<file path="config.mk">
export PLATFORM = sky130hd
export DESIGN_NAME = nibble_serial_sub_flat
export DESIGN_NICKNAME = d
export VERILOG_FILES = /design/src/rtl/nibble_serial_sub_if.sv /design/src/rtl/nibble_serial_sub.sv /design/src/flat_wrapper.sv
export SDC_FILE = /design/constraint.sdc
export NUM_CORES = 1
export LEC_CHECK = 0
export BUFFER_PORTS_ARGS = -buffer_cell sky130_fd_sc_hd__buf_2
export CAP_MARGIN = 0
export CORE_MARGIN = 8
export CORE_UTILIZATION = 45
export CTS_CLUSTER_SIZE = 28
export DETAILED_ROUTE_END_ITERATION = 8
export GPL_ROUTABILITY_DRIVEN = 0
export PLACE_DENSITY = 0.67
export SLEW_MARGIN = 20
export SYNTH_ARGS = -nofsm -noshare
export SYNTH_HDL_FRONTEND = slang
export SYNTH_SLANG_ARGS = --single-unit
</file>
<file path="constraint.sdc">
create_clock -name clk -period 2.3 [get_ports clk]
set_clock_uncertainty 0.05 [all_clocks]
set_input_delay 0.575 -clock clk [delete_from_list [all_inputs] [get_ports clk]]
set_output_delay 0.575 -clock clk [all_outputs]
set_load 0.05 [all_outputs]
</file>
<file path="src/rtl/nibble_serial_sub_if.sv">
// Operand, borrow-lookahead-subtractor and result signals of the nibble-serial subtractor.
// slave is the sequencer side; master is the operand source, result sink and BLS side.
interface nibble_serial_sub_if #(
    parameter int WIDTH = 16
);
    logic             in_valid;
    logic             in_ready;
    logic [WIDTH-1:0] in_a;
    logic [WIDTH-1:0] in_b;
    logic             in_bin;

    logic [3:0]       sub_a;
    logic [3:0]       sub_b;
    logic             sub_bin;
    logic [3:0]       sub_d;
    logic             sub_bout;

    logic             out_valid;
    logic             out_ready;
    logic [WIDTH-1:0] out_diff;
    logic             out_bout;
    logic             out_zero;

    modport slave (
        input  in_valid, in_a, in_b, in_bin, sub_d, sub_bout, out_ready,
        output in_ready, sub_a, sub_b, sub_bin, out_valid, out_diff, out_bout, out_zero
    );

    modport master (
        output in_valid, in_a, in_b, in_bin, sub_d, sub_bout, out_ready,
        input  in_ready, sub_a, sub_b, sub_bin, out_valid, out_diff, out_bout, out_zero
    );
endinterface

</file>
<file path="src/rtl/nibble_serial_sub.sv">
// Nibble-serial WIDTH-bit subtractor sequencer: feeds an external 4-bit BLS one nibble per
// clock, LSB first, chaining the borrow and assembling the difference plus final borrow.
module nibble_serial_sub #(
    parameter int WIDTH = 16
) (
    input  logic               clk,
    input  logic               rst,
    nibble_serial_sub_if.slave bus
);
    localparam int NIB  = WIDTH / 4;
    localparam int IDXW = (NIB > 1) ? $clog2(NIB) : 1;
    localparam logic [IDXW-1:0] LAST_IDX = IDXW'(NIB - 1);

    typedef enum logic [1:0] {IDLE, RUN, DONE} state_t;

    state_t           state;
    state_t           state_nxt;
    logic [IDXW-1:0]  idx;
    logic [WIDTH-1:0] a_reg;
    logic [WIDTH-1:0] b_reg;
    logic [WIDTH-1:0] diff_reg;
    logic             borrow_reg;
    logic [WIDTH-1:0] res_diff;
    logic             res_bout;
    logic             res_zero;
    logic [WIDTH-1:0] diff_nxt;
    logic             accept;
    logic             last_nib;

    assign accept   = bus.in_valid && (state == IDLE);
    assign last_nib = (state == RUN) && (idx == LAST_IDX);

    always_ff @(posedge clk) begin
        if (rst) begin
            state <= IDLE;
        end else begin
            state <= state_nxt;
        end
    end

    always_comb begin
        state_nxt = state;
        case (state)
            IDLE: if (accept) state_nxt = RUN;
            RUN:  if (last_nib) state_nxt = DONE;
            DONE: if (bus.out_ready) state_nxt = IDLE;
            default: state_nxt = IDLE;
        endcase
    end

    // Current nibble merged into the partial difference; only consumed in RUN, so an
    // undriven sub_d outside RUN never reaches any register.
    always_comb begin
        diff_nxt = diff_reg;
        diff_nxt[4*idx +: 4] = bus.sub_d;
    end

    // The result registers are separate from diff_reg so the last result (and its zero
    // flag) keeps showing in IDLE and during the next RUN.
    always_ff @(posedge clk) begin
        if (rst) begin
            idx        <= '0;
            a_reg      <= '0;
            b_reg      <= '0;
            diff_reg   <= '0;
            borrow_reg <= 1'b0;
            res_diff   <= '0;
            res_bout   <= 1'b0;
            res_zero   <= 1'b0;
        end else begin
            case (state)
                IDLE: begin
                    if (accept) begin
                        a_reg      <= bus.in_a;
                        b_reg      <= bus.in_b;
                        borrow_reg <= bus.in_bin;
                        idx        <= '0;
                    end
                end
                RUN: begin
                    diff_reg   <= diff_nxt;
                    borrow_reg <= bus.sub_bout;
                    if (last_nib) begin
                        idx      <= '0;
                        res_diff <= diff_nxt;
                        res_bout <= bus.sub_bout;
                        res_zero <= (diff_nxt == '0);
                    end else begin
                        idx <= idx + 1'b1;
                    end
                end
                default: ;
            endcase
        end
    end

    always_comb begin
        bus.in_ready  = 1'b0;
        bus.out_valid = 1'b0;
        bus.sub_a     = 4'h0;
        bus.sub_b     = 4'h0;
        bus.sub_bin   = 1'b0;
        bus.out_diff  = '0;
        bus.out_bout  = 1'b0;
        bus.out_zero  = 1'b0;
        if (!rst) begin
            bus.out_diff = res_diff;
            bus.out_bout = res_bout;
            bus.out_zero = res_zero;
            case (state)
                IDLE: bus.in_ready = 1'b1;
                RUN: begin
                    bus.sub_a   = a_reg[4*idx +: 4];
                    bus.sub_b   = b_reg[4*idx +: 4];
                    bus.sub_bin = borrow_reg;
                end
                DONE: bus.out_valid = 1'b1;
                default: ;
            endcase
        end
    end
endmodule

</file>
<file path="src/flat_wrapper.sv">
// flat-port wrapper written by rule: the top's interface ports become plain ports
module nibble_serial_sub_flat 
#(
    parameter int WIDTH = 16
)
  (clk, rst, bus_in_valid, bus_in_a, bus_in_b, bus_in_bin, bus_sub_d, bus_sub_bout, bus_out_ready, bus_in_ready, bus_sub_a, bus_sub_b, bus_sub_bin, bus_out_valid, bus_out_diff, bus_out_bout, bus_out_zero);
  nibble_serial_sub_if #(.WIDTH(WIDTH)) bus_i ();
  input  logic clk;
  input  logic rst;
  input wire logic [$bits(bus_i.in_valid)-1:0] bus_in_valid;
  input wire logic [$bits(bus_i.in_a)-1:0] bus_in_a;
  input wire logic [$bits(bus_i.in_b)-1:0] bus_in_b;
  input wire logic [$bits(bus_i.in_bin)-1:0] bus_in_bin;
  input wire logic [$bits(bus_i.sub_d)-1:0] bus_sub_d;
  input wire logic [$bits(bus_i.sub_bout)-1:0] bus_sub_bout;
  input wire logic [$bits(bus_i.out_ready)-1:0] bus_out_ready;
  output wire logic [$bits(bus_i.in_ready)-1:0] bus_in_ready;
  output wire logic [$bits(bus_i.sub_a)-1:0] bus_sub_a;
  output wire logic [$bits(bus_i.sub_b)-1:0] bus_sub_b;
  output wire logic [$bits(bus_i.sub_bin)-1:0] bus_sub_bin;
  output wire logic [$bits(bus_i.out_valid)-1:0] bus_out_valid;
  output wire logic [$bits(bus_i.out_diff)-1:0] bus_out_diff;
  output wire logic [$bits(bus_i.out_bout)-1:0] bus_out_bout;
  output wire logic [$bits(bus_i.out_zero)-1:0] bus_out_zero;
  assign bus_i.in_valid = bus_in_valid;
  assign bus_i.in_a = bus_in_a;
  assign bus_i.in_b = bus_in_b;
  assign bus_i.in_bin = bus_in_bin;
  assign bus_i.sub_d = bus_sub_d;
  assign bus_i.sub_bout = bus_sub_bout;
  assign bus_i.out_ready = bus_out_ready;
  assign bus_in_ready = bus_i.in_ready;
  assign bus_sub_a = bus_i.sub_a;
  assign bus_sub_b = bus_i.sub_b;
  assign bus_sub_bin = bus_i.sub_bin;
  assign bus_out_valid = bus_i.out_valid;
  assign bus_out_diff = bus_i.out_diff;
  assign bus_out_bout = bus_i.out_bout;
  assign bus_out_zero = bus_i.out_zero;
  nibble_serial_sub #(.WIDTH(WIDTH)) u_core (.clk(clk), .rst(rst), .bus(bus_i));
endmodule
</file>
Word-level counts from Yosys, hierarchy flattened
Cells that the tools add are included.
- memories: 0
- flip-flop bits (word level): 71
- logic and storage cells: 53
- memory bits (read-only): 0
- latch bits: 0
- memory bits (writable): 0
- add/sub/neg operators: 2
- mux-type cells: 23
- div/mod/pow operators: 0
- eq/ne operators: 6
- bitwise operators: 0
- reductions and logical operators: 9
- multiply operators: 0
- shifts and indexed selects: 4
- $lt $le $gt $ge: 0
- operator list (operator ; number):
    negator 4 -> 34 bit ; 1
    variable shift 4 x 34 -> 16 bit (first input constant) ; 1
    variable part select 4 x 34 -> 16 bit ; 1
    variable part select 16 x 5 -> 4 bit ; 2
    bitwise mux 16 bit ; 1
    logical NOT 16 bit ; 1
    two-way mux 16 bit ; 1
    two-way mux 4 bit ; 4
    two-way mux 2 bit ; 5
    two-way mux 1 bit ; 9
    case mux 2 bit (3 select lines) ; 1
    AND reduction 2 bit ; 3
    equality test 2 bit (second input constant) ; 2
    inequality test 2 x 1 -> 1 bit (second input constant) ; 2
    case mux 2 bit (2 select lines) ; 1
    AND reduction 3 bit ; 1
    adder 2 x 1 -> 2 bit (second input constant) ; 1
    equality test 2 x 1 -> 1 bit (second input constant) ; 1
    logical AND 1 bit ; 2
    logical NOT 2 bit ; 1
    inequality test 2 bit (second input constant) ; 1
    case mux 1 bit (2 select lines) ; 1
    nonzero test 2 bit ; 1

Depth between registers and ports, before layout
- word-level depth: 4
- mapped depth: 8
- depth with buffers taken out: 6

Least setup slack after synthesis
No wires, ideal clock.
- path kind: input-to-output
- from: input port rst
- to: output port bus_out_valid
- buffers on the path: 2
- slack: -453 ps
- cell stages on the path: 3
- arrival time: 2128 ps
- required time: 1675 ps
- cells stage by stage: clkbuf_1 -> clkbuf_1 -> nor3b_1
- word-level cells in the longest chain between the ends: 1
- ends and longest elaborated chain (what ; RTL line ; text):
    from (decl) ; flat_wrapper.sv:9 ; input logic rst;
    two-way mux 1 bit ; nibble_serial_sub.sv:106 ; if (!rst) begin
    to (decl) ; flat_wrapper.sv:21 ; output wire logic [$bits(bus_i.out_valid)-1:0] bus_out_valid;
Every way passes these cells.

Worst setup path after layout
- from: register u_core.idx[0]
- to: output port bus_sub_b[2]
- word-level cells in the longest chain between the ends: 3
- ends and longest elaborated chain (what ; RTL line ; text):
    from (decl) ; nibble_serial_sub.sv:18 ; logic [IDXW-1:0] idx;
    from (signal assigned) ; nibble_serial_sub.sv:89 ; idx <= idx + 1'b1;
    variable part select 16 x 5 -> 4 bit ; nibble_serial_sub.sv:114 ; bus.sub_b = b_reg[4*idx +: 4];
    two-way mux 4 bit ; nibble_serial_sub.sv:110 ; case (state)
    two-way mux 4 bit ; nibble_serial_sub.sv:106 ;
    to (decl) ; flat_wrapper.sv:19 ; output wire logic [$bits(bus_i.sub_b)-1:0] bus_sub_b;
Every way passes these cells.

==> impl_metrics.csv <==
group,metric,value,unit
cts,clk_latency,0.33,ns
sta,fin_crit_sh,0.9701,
yosys,synthesis.area,3053,um^2
worst_setup_path,start_kind,"flip-flop",
cts,cts_tree,"built",
place,dp_hpwl,5310,um
sta,slew_violations,0,
worst_setup_path,r2r_slack,0.26,ns
routing,via_per_inst,5.310,
min_path,worstHoldPathCells,2,
routing,dr.first_iter.drc_count,174,
cts,clk_pin_slew,0.07,ns
worst_setup_path,cp_data_arrival_time,1.61,ns
cts,cts_buffers,9,
yosys,ys_types,33,
routing,drc,0,
layout,syn_to_final_growth,23.36,%
min_path,min_path_type,"flip-flop to flip-flop",
die,placeableCoreArea,6681,um^2
global_route,antenna_found_initial,0,
worst_setup_path,r2r_cells,7,
min_path,min_from,"u_core.a_reg[9]",
routing,totalWireLength,7540,um
yosys,syn-num-nets,412,
layout,utilization,0.5637,
sta,worst_pin_slew,0.6587,ns
yosys,synth.avg_cell_area,8.364,um^2
cts,h-tree-depth,3,
outcome,run_status,"completed",
global_route,grt_max_degree,45,
place,port_buffers,70,
job,cap_viol_max_count,0,
sta,setup_violations,0,
yosys,ys_ff_latch,67,
pwr,p_per_area,667.6,nW/um^2
layout,finalNonFillerCells,513,
routing,antenna_left,0,
die,die_w,98.37,um
layout,drive_above_1_share,0.2702,
layout,mostFrequentLayoutCell,"nand2_1",
die,initial_core_util,0.4569,
worst_setup_path,required,1.67,ns
layout,multi_input_area,1565,um^2
layout,seq_area,1343,um^2
sta,rsz0062_at_grt,"false",
yosys,postSynthCellCount,365,
die,die-height,98.37,um
cts,cts_max_path_buffers,2,
yosys,ys_seq_area_frac,0.4393,
yosys,synthArstFlopShare,0,
die,top_level_ports,71,
cts,post_cts_buffers,0,
sta,max_freq,0.4482,GHz
sta,finalHoldViolCount,0,
yosys,yosysWarnings,0,
cts,root_buffer,"clkbuf_8",
place,pre_cts_ws,0.2256,ns
die,row_count,30,
global_route,grt_usage,0.1569,
layout,n_fill_cell,662,
global_route,grt_overflow,0,
place,placed_cells,498,
sta,period_needed,2.231,ns
worst_setup_path,r2r-end,"u_core.res_zero",
worst_setup_path,worstPathMaxFanout,4,
sta,worst_slack,0.06870,ns
pwr,fin_total_pwr,2514,uW
routing,first_pass_iters,4,
routing,wl_per_cell,14.70,um
yosys,synth_edf_count,0,
worst_setup_path,r2r-start,"u_core.idx[0]",
routing,num_vias,2724,
global_route,grt_pass1_vias,2625,
layout,mostFrequentLayoutCells,"80 x nand2_1, 66 x dfxtp_1, 62 x buf_2",
die,dieArea,9676,um^2
yosys,synthFlopType,"dfxtp_1",
layout,finalNetCount,476,
min_path,holdPathEnd,"u_core.a_reg[9]",
pwr,peakVddDrop,0.3374,mV
global_route,grt_pass1_wl,12480,um
worst_setup_path,crit_type,"flip-flop to output pin",
worst_setup_path,end_kind,"output pin",
cts,clock_sinks,67,
sta,final.setup.tns,0,ns
pwr,p_leak,0.001498,uW
sta,slew_headroom,0.5609,
layout,diodes,0,
==> timing repair <==
| item | 4_1_cts | 5_1_grt |
|---|---|---|
| endpoints found under the hold margin | 0 | 0 |
| setup endpoints to repair | 8 | 8 |
| resized for setup | 10 | 12 |
| hold buffers | 0 | 0 |
==> routing by layer <==
metal / GRT usage / routed length, um / share of wire
met2: 0.2501 / 3599 / 0.48
met4: 0.04841 / 53 / 0.0070
met3: 0.05548 / 438 / 0.058
met5: 0 / 0 / 0
met1: 0.1929 / 3449 / 0.46
==> worst max-delay path, cell delays in order (launching register included) <==
cell	delay, ns
dfxtp_2	0.35
buf_6	0.13
mux4_2	0.50
nor2b_4	0.14
buf_6	0.14
==> through the flow <==
step           hold slack (ns)  instance area [um^2]
5_1_grt                 0.4083                  3766
2_1_floorplan           0.3818                  3063
3_5_place_dp            0.3968                  3506
3_3_place_gp            0.3884                  3506
4_1_cts                 0.4059                  3726
6_report                0.4023                  3766
==> cell usage after synthesis, drive strengths merged (5+ instances only) <==
cell | n | area (um^2)
nor3 | 13 | 70.07
clkbuf | 17 | 63.81
mux4 | 8 | 180.2
a32oi | 12 | 105.1
nor2b | 26 | 162.7
inv | 7 | 26.28
dfxtp | 67 | 1341
ha | 5 | 62.56
buf | 14 | 76.32
a221oi | 11 | 96.34
a21oi | 42 | 210.2
nor2 | 34 | 135.1
nand2 | 80 | 300.3
==> report_power, final <==
| part | internal [uW] | switching, uW | total [uW] | leakage [uW] |
|---|---|---|---|---|
| combinational | 132 | 192 | 324 | 0.000852 |
| clock | 553 | 409 | 962 | 0.0000995 |
| sequential | 1210 | 23.0 | 1230 | 0.000546 |
| total | 1890 | 624 | 2510 | 0.00150 |
==> cell type report <==
type,instances,share of cell area
multi-input combinational,260,0.4156
timing repair buffer,84,0.1429
inverter,7,0.006977
clock buffer,13,0.04219
tap,80,0.02658
sequential,67,0.3565
clock inverter,2,0.009302
==> logic make-up after synthesis <==
family	synth area share
buffers and inverters	0.05451
AND/OR/NAND/NOR	0.2676
multiplexers	0.05902
adder cells (fa/ha/maj)	0.02049
flip-flops	0.4393
AO/OA/AOI/OAI	0.1590
==> worst max-delay path by stage <==
stage,slack (ns),from,end
3_5_place_dp,0.23,rst,bus_out_zero
4_1_cts,0.02,u_core.idx[0],bus_sub_b[2]
2_1_floorplan,-0.08,rst,bus_sub_a[0]
5_1_grt,0.006,u_core.idx[0],bus_sub_b[0]
6_report,0.07,u_core.idx[0],bus_sub_b[2]
3_3_place_gp,0.19,rst,bus_sub_a[1]
(Power assumes the default switching activity.)
